$ cat config.mk
export PLATFORM = sky130hd
export DESIGN_NAME = csa42_accumulator
export DESIGN_NICKNAME = d
export VERILOG_FILES = /design/src/rtl/csa42_accumulator.sv
export SDC_FILE = /design/constraint.sdc
export NUM_CORES = 1
export LEC_CHECK = 0
export ABC_AREA = 1
export BUFFER_PORTS_ARGS = -buffer_cell sky130_fd_sc_hd__buf_2
export CAP_MARGIN = 15
export CORE_ASPECT_RATIO = 0.8
export CORE_MARGIN = 5
export CORE_UTILIZATION = 55
export DETAILED_ROUTE_END_ITERATION = 16
export PLACE_DENSITY = 0.77
export SYNTH_ARGS = -nofsm -noshare
export SYNTH_HDL_FRONTEND = slang
export SYNTH_SLANG_ARGS = --single-unit
$ cat constraint.sdc
create_clock -name clk -period 4.5 [get_ports clk]
set_input_delay 0.9 -clock clk [delete_from_list [all_inputs] [get_ports clk]]
set_output_delay 0.9 -clock clk [all_outputs]
set_load 0.02 [all_outputs]
$ cat src/rtl/csa42_accumulator.sv
// Accumulates groups of unsigned operand pairs in carry-save form through a 4:2 compressor row,
// then converts the redundant total to binary one CHUNK per cycle before presenting it.
module csa42_accumulator #(
    parameter int unsigned W     = 16,
    parameter int unsigned G     = 4,
    parameter int unsigned CHUNK = 4
) (
    input  logic                clk,
    input  logic                rst_n,
    input  logic                in_valid,
    output logic                in_ready,
    input  logic [W-1:0]        in_a,
    input  logic [W-1:0]        in_b,
    input  logic                in_last,
    output logic                out_valid,
    input  logic                out_ready,
    output logic [W+G-1:0]      out_sum,
    output logic [7:0]          out_beats
);
    localparam int unsigned AW  = W + G;
    localparam int unsigned K   = AW / CHUNK;
    localparam int unsigned IW  = (K > 1) ? $clog2(K) : 1;
    localparam int unsigned CW1 = CHUNK + 1;

    localparam logic [1:0] IDLE = 2'd0;
    localparam logic [1:0] ACC  = 2'd1;
    localparam logic [1:0] CONV = 2'd2;
    localparam logic [1:0] HOLD = 2'd3;

    logic [1:0]     r_state;
    logic [1:0]     w_state_nxt;
    logic [AW-1:0]  r_s;
    logic [AW-1:0]  r_c;
    logic [AW-1:0]  r_sum;
    logic [7:0]     r_cnt;
    logic [IW-1:0]  r_idx;
    logic           r_carry;
    logic           r_in_ready;
    logic           r_out_valid;

    logic           w_acc;
    logic [AW-1:0]  w_a;
    logic [AW-1:0]  w_b;
    logic [AW-1:0]  w_s1;
    logic [AW-2:0]  w_cout;
    logic [AW-1:0]  w_cin;
    logic [AW-2:0]  w_cy;
    logic [AW-1:0]  w_s_nxt;
    logic [AW-1:0]  w_c_nxt;
    int unsigned    w_base;
    logic [CW1-1:0] w_chunk;

    assign w_acc = in_valid && r_in_ready;
    assign w_a   = AW'(in_a);
    assign w_b   = AW'(in_b);

    // 4:2 row: first full adder's cout ripples only one bit, so the row has no carry chain
    assign w_s1    = r_s ^ r_c ^ w_a;
    assign w_cout  = (r_s[AW-2:0] & r_c[AW-2:0]) | (r_s[AW-2:0] & w_a[AW-2:0])
                   | (r_c[AW-2:0] & w_a[AW-2:0]);
    assign w_cin   = {w_cout, 1'b0};
    assign w_s_nxt = w_s1 ^ w_b ^ w_cin;
    assign w_cy    = (w_s1[AW-2:0] & w_b[AW-2:0]) | (w_s1[AW-2:0] & w_cin[AW-2:0])
                   | (w_b[AW-2:0] & w_cin[AW-2:0]);
    assign w_c_nxt = {w_cy, 1'b0};

    assign w_base  = 32'(r_idx) * CHUNK;
    assign w_chunk = CW1'(r_s[w_base +: CHUNK]) + CW1'(r_c[w_base +: CHUNK]) + CW1'(r_carry);

    always_ff @(posedge clk or negedge rst_n) begin
        if (!rst_n) begin
            r_state <= IDLE;
        end else begin
            r_state <= w_state_nxt;
        end
    end

    always_comb begin
        w_state_nxt = r_state;
        case (r_state)
            IDLE, ACC: begin
                if (w_acc) begin
                    w_state_nxt = in_last ? CONV : ACC;
                end
            end
            CONV: begin
                if (r_idx == IW'(K - 1)) begin
                    w_state_nxt = HOLD;
                end
            end
            HOLD: begin
                if (out_ready) begin
                    w_state_nxt = IDLE;
                end
            end
            default: w_state_nxt = IDLE;
        endcase
    end

    // Datapath and registered handshake outputs
    always_ff @(posedge clk or negedge rst_n) begin
        if (!rst_n) begin
            r_s         <= '0;
            r_c         <= '0;
            r_sum       <= '0;
            r_cnt       <= '0;
            r_idx       <= '0;
            r_carry     <= 1'b0;
            r_in_ready  <= 1'b1;
            r_out_valid <= 1'b0;
        end else begin
            r_in_ready  <= (w_state_nxt == IDLE) || (w_state_nxt == ACC);
            r_out_valid <= (w_state_nxt == HOLD);
            if (w_acc) begin
                r_s     <= w_s_nxt;
                r_c     <= w_c_nxt;
                r_cnt   <= (r_cnt == 8'hFF) ? r_cnt : r_cnt + 8'd1;
                r_idx   <= '0;
                r_carry <= 1'b0;
            end
            if (r_state == CONV) begin
                r_sum[w_base +: CHUNK] <= w_chunk[CHUNK-1:0];
                r_carry                <= w_chunk[CHUNK];
                r_idx                  <= r_idx + IW'(1);
            end
            if (r_state == HOLD && out_ready) begin
                r_s   <= '0;
                r_c   <= '0;
                r_cnt <= '0;
            end
        end
    end

    assign in_ready  = r_in_ready;
    assign out_valid = r_out_valid;
    assign out_sum   = r_sum;
    assign out_beats = r_cnt;
endmodule

==> run metrics, run 1 <==
Setup Skew just under 0.008 ns; met1 wire length 4420 µm; Arr. time, crit path around 3.5 ns; WP depth 10; Buf/Inv on CP 1; Synth cell types 29; flops & latches, synth between 70 and 80; Reg area 1880 µm²; Leak roughly 2.6 nW; sequential-to-total area share from yosys stat 0.425; cell mode on critical path o21ai_0; peak supply drop between 0.3 and 0.4 mV; Die Span X around 110 µm; Crit Path Max Fanout 25; worst-case clock buffer depth 2; total power around 3.5 mW; slack of the worst reg-to-reg path about 1.3 ns; commonest non-fill, non-tap cell in the layout nand2_1; cts bufs inserted 9; Cells after Synth between 400 and 500; via count between 3000 and 4000; final cell count without fillers roughly 650; Worst Tran Pin Value just under 0.8 ns; Hold WC Path Type reg2reg; Detail Placement HPWL around 7600 µm; WL per Instance roughly 15 µm; routed wl met2 4790 µm; Synth Net Count around 560; Endpoint, Worst Hold out_sum[3]; period utilisation layout 0.711; Cell Pwr Density 709 nW/µm²; Hold Path Stages 2; vias in the first global route 3573; Die ar. just under 10000 µm²; cts-stage hold buffer count 0; diode count 0; max-cap violation count 0; Sinks on Clock Net 75; YS warnings 0; post-cts repair resize count 0; Crit Path Category reg2reg; most frequent cells in the layout nand2_1, dfrtp_1, buf_2; CTS tree done; Highest Signal Layer met4; Worst Reg2Reg Path Length in Cells 10; largest net degree at the start of global routing just under 50; Max stage delay on crit path between 0.8 and 0.9 ns; CTS clk-pin slew, worst paths ~0.07 ns; Area after DPL about 4800 µm²; H-tree depth 3; gr ovfl total 0; mapped cell area approximately 4400 µm²; hold path startpoint out_sum[3]; Initial Utilization 0.561; RSZ-0062 raised after global routing no; port bufs 66; Initial DRC Count 243; Multi-input gate area 2250 µm²; Worst EP required ~4.8 ns; Post CTS Setup Buffer Count 0; synthesized area per cell 9.38 µm²; fillers slightly below 700; relative slew slack 0.471; DR vias/cell 5.35; number of remaining DRC errors 0; antenna violations before repair 0; Slew Limit Fails 0; Routed Antenna Nets 0; final RePlAce weighted congestion 0.960; global-route wire length before repair between 15000 and 20000 µm; outcome completed; core outline area just under 8000 µm²; layout cells sized above 1 0.186; site row count 29; Area Overhead vs Synth 13.3%; Crit. End Element register; Clk Latency, worst-skew pair ~0.34 ns; crit-path cells inv_2 > a21oi_1 > o21ai_0 > nand3_1 > o21ai_0 > fa_1 > fa_1 > xor2_1 > nand2_1 > o21ai_0; layout net count ~620; Fmax 312 MHz; crit path time final approximately 3.2 ns; die height 90.2 µm; First-pass DRT Iterations 4; r2r endpoint out_sum[10]; metal3 WL between 600 and 700 µm; Hold Violations, Final 0; setup violators final 0; I/O Pins 67; Setup TNS Final 0 ns; GRT Util Overall 0.224; CP startpoint kind register; design area about 5000 µm²; R2R Path Start r_idx[0]; CTS Root Cell clkbuf_8; final wirelength about 10000 µm; slowest CP cell dfrtp_1; placed cell count approximately 630; critical path's top delay family adder cells; Layout Utilization 0.636
how the worst max path moves through the flow:
stage / slack, ns / endpoint / from
2_1_floorplan: 2.07 / out_sum[10] / r_idx[0]
3_3_place_gp: 1.50 / out_sum[10] / r_idx[0]
3_5_place_dp: 1.37 / out_sum[10] / r_idx[0]
4_1_cts: 1.34 / out_sum[10] / r_idx[0]
5_1_grt: 1.06 / out_sum[10] / r_idx[0]
6_report: 1.30 / out_sum[10] / r_idx[0]
through the flow:
step	setup WS [ns]	hold slack, ns
final	1.30	0.476
after global routing	1.06	0.509
after global placement	1.50	0.458
after detailed placement	1.37	0.461
after floorplan	2.07	0.490
after CTS	1.34	0.482
worst register-to-register path, cell delays in order (launching register included):
cell	delay, ns
dfrtp_1	0.82
inv_2	0.29
a21oi_1	0.19
o21ai_0	0.10
nand3_1	0.07
o21ai_0	0.12
fa_1	0.45
fa_1	0.41
xor2_1	0.40
nand2_1	0.09
o21ai_0	0.17
registers in the layout, indices dropped and copies added, names as in the netlist:
register and cells:
r_s 20, out_valid 1, out_beats 8, r_state 2, r_carry 1, out_sum 20, r_c 19, r_idx 3
in_ready 1
power breakdown:
group          internal [mW]  total (mW)  switching [mW]
Clock                  0.322       0.567           0.245
Sequential             0.926        1.17           0.244
Combinational          0.663        1.81            1.15
Total                   1.91        3.55            1.64
layout make-up:
type | instances | area share
multi-input cells | 332 | 0.450
flip-flops and latches | 75 | 0.375
repair buffers | 67 | 0.0675
inverters | 50 | 0.0375
clock buffers | 10 | 0.0275
well taps | 108 | 0.0270
clock inverters | 5 | 0.0155
cell families after synthesis:
family / count (synthesis) / synth area share
compound gates: 101 / 0.129
xor+xnor: 3 / 0.00595
fa+ha+maj: 51 / 0.199
buf+inv: 64 / 0.0654
flops: 75 / 0.425
simple gates: 177 / 0.176
layer usage:
| metal | track usage | vias to the layer above |
|---|---|---|
| met4 | 0.0544 | 0 |
| met1 | 0.327 | 1683 |
| met5 | 0 | - |
| met3 | 0.0451 | 12 |
| li1 | - | 1671 |
| met2 | 0.345 | 94 |
Yosys cell counts:
library cell	n	area share
a21oi_1	18	0.020
a22o_1	14	0.028
buf_2	3	0.0034
buf_6	6	0.015
clkbuf_1	5	0.0042
dfrtp_1	74	0.42
dfstp_2	1	0.0059
fa_1	32	0.14
ha_1	19	0.054
inv_1	46	0.039
inv_2	4	0.0034
nand2_1	112	0.095
nand2_2	3	0.0042
nand2_4	1	0.0025
nand3_1	26	0.029
nand3_2	4	0.0091
nand3b_1	3	0.0051
nand4_1	2	0.0028
nor2_1	20	0.017
nor2_2	2	0.0028
nor2_4	2	0.0051
nor3_1	1	0.0011
o211ai_1	1	0.0017
o21ai_0	59	0.067
o21ai_1	4	0.0045
o21bai_1	3	0.0051
o22ai_1	2	0.0028
or2_2	1	0.0014
xor2_1	3	0.0059
No activity file was read; power rests on OpenSTA's default activity.
==> inputs of run 2 (changes only) <==
CORE_UTILIZATION = 52   (was 55)
clock period = 2.9 ns   (was 4.5 ns; I/O delays follow)
==> run 2 against run 1 <==
Final area up 1.2%; combinational power is 61% higher; clock power increased by 47%; via count up 1.8%; hold slack lost 0.29 ns; first-iteration DRC count up 3.7%; flip-flop and latch count stayed put; non-clock buffer count up 7; die area grew 5.2%; sequential power up 53%; final cell count increased by 1.9%; critical path type unchanged.
==> run metrics, run 2 (synthesized netlist as in run 1, its figures left out) <==
Setup TNS Final 0 ns (unchanged); H-tree depth 3 (unchanged); number of remaining DRC errors 0 (unchanged); Arr. time, crit path 2.86 ns (-0.61 ns); placed cell count 643 (+1.7%); global-route wire length before repair 17700 µm (+0.91%); WL per Instance 15.5 µm (+0.41%); Hold Violations, Final 0 (unchanged); Place WS 0.324 ns (-1.05 ns); period utilisation layout 0.890 (+0.179); RSZ-0062 raised after global routing no; Initial DRC Count 252 (+3.7%); max-cap violation count 0 (unchanged); gr ovfl total 0 (unchanged); largest net degree at the start of global routing 55 (+12%); Sinks on Clock Net 75 (unchanged); final wirelength 10200 µm (+2.3%); cts-stage hold buffer count 0 (unchanged); Fmax 387 MHz (+24%); layout cells sized above 1 0.196 (+0.0101); commonest non-fill, non-tap cell in the layout nand2_1; Slew Limit Fails 0 (unchanged); port bufs 66 (unchanged); CTS Root Cell clkbuf_8; CTS tree done; die height 92.5 µm (+2.5%); Die Span X 113 µm (+2.6%); diode count 0 (unchanged); busiest layer in global routing met2; peak supply drop 0.513 mV (+52%); Hold WC Path Type in2async; crit path time final 2.58 ns (-0.620 ns); worst-case clock buffer depth 2 (unchanged); Worst Tran Pin Value 0.620 ns (-0.172 ns); CTS clk-pin slew, worst paths 0.08 ns (about the same); Die ar. 10500 µm² (+5.2%); Setup Skew 0.00894 ns (+0.00108 ns); met3 Use GR 0.0568 (+0.0117); met1 usage 0.285 (-0.0421); most frequent cells in the layout nand2_1, dfrtp_1, buf_2; Area Overhead vs Synth 14.6%; cts bufs inserted 9 (unchanged); Crit Path Max Fanout 16 (-36%); Crit Path Category reg2reg; met2 GRT Util 0.348 (+0.00218); First-pass DRT Iterations 4 (unchanged); site row count 30 (+3.4%); Post CTS Setup Buffer Count 0 (unchanged); post-cts repair resize count 0 (unchanged); vias in the first global route 3673 (+2.8%); Leak 2.59 nW (+1.4%); Detail Placement HPWL 7860 µm (+3.3%); Routed Antenna Nets 0 (unchanged); antenna violations before repair 0 (unchanged); final RePlAce weighted congestion 0.867 (-9.7%); core outline area 8370 µm² (+6.3%); Worst EP required 3.18 ns (-1.59 ns); final cell count without fillers 659 (+1.9%); Initial Utilization 0.528 (-0.0333); Crit. End Element register; fillers 747 (+8.4%); layout net count 630 (+1.1%); Clk Latency, worst-skew pair 0.35 ns (about the same); CP startpoint kind register; relative slew slack 0.586 (+0.115); outcome completed; via count 3521 (+1.8%); GRT Util Overall 0.212 (-0.0119); setup violators final 0 (unchanged); Cell Pwr Density 1090 nW/µm² (+54%); fin worst setup slack 0.319 ns (-0.980 ns); I/O Pins 67 (unchanged); DR vias/cell 5.34 (about the same)
[run 2: power by group]
part,switching [mW],internal (mW),leakage (nW),total [mW]
Sequential,0.354,1.44,0.987,1.79
Clock,0.387,0.444,0.106,0.831
Combinational,1.82,1.09,1.49,2.91
Total,2.56,2.97,2.59,5.53
[run 2: final timing paths]
check / start / to / slack [ns] / cells after the start
max: r_idx[0] / out_sum[10] / 0.32 / 9
min: rst_n / out_sum[11] / 0.18 / 1
max reg2reg: r_idx[0] / out_sum[10] / 0.32 / 9
min reg2reg: out_sum[12] / out_sum[12] / 0.48 / 2
max in group asynchronous: rst_n / in_ready / 2.00 / 2
min in group clk: out_sum[12] / out_sum[12] / 0.48 / 2
[run 2: stage by stage]
| stage | hold WS, ns | util | instance area, µm² | power [mW] |
|---|---|---|---|---|
| global route | 0.224 | 0.605 | 5060 | 6.11 |
| global placement | 0.461 | 0.581 | 4860 | 4.57 |
| finish | 0.185 | 0.605 | 5060 | 5.53 |
| CTS | 0.195 | 0.605 | 5060 | 5.58 |
| floorplan | 0.284 | - | 4420 | 3.84 |
| detailed placement | 0.465 | 0.581 | 4860 | 4.71 |
[run 2: per-layer routing]
layer | routed length [µm] | up-vias
met4 | 125 | 0
met2 | 4910 | 90
li1 | - | 1682
met1 | 4560 | 1736
met3 | 603 | 13
met5 | 0 | -
[run 2: area by class of cell]
class                           instances  area (µm²)  share of cell area
Clock buffer                           12         155              0.0306
Inverter                               50         188              0.0371
Sequential cell                        75        1880               0.371
Tap cell                              112         140              0.0277
Multi-Input combinational cell        332        2250               0.445
Clock inverter                          4        48.8             0.00963
Timing Repair Buffer                   74         403              0.0795
[run 2: critical path: stages, from the launching register on]
cell and delay (ns):
dfrtp_1 0.43, buf_4 0.23, nor3_1 0.09, inv_1 0.15, o21ai_0 0.13, fa_1 0.44, fa_1 0.41, xor2_1 0.39
nand2_1 0.08, o21ai_0 0.16
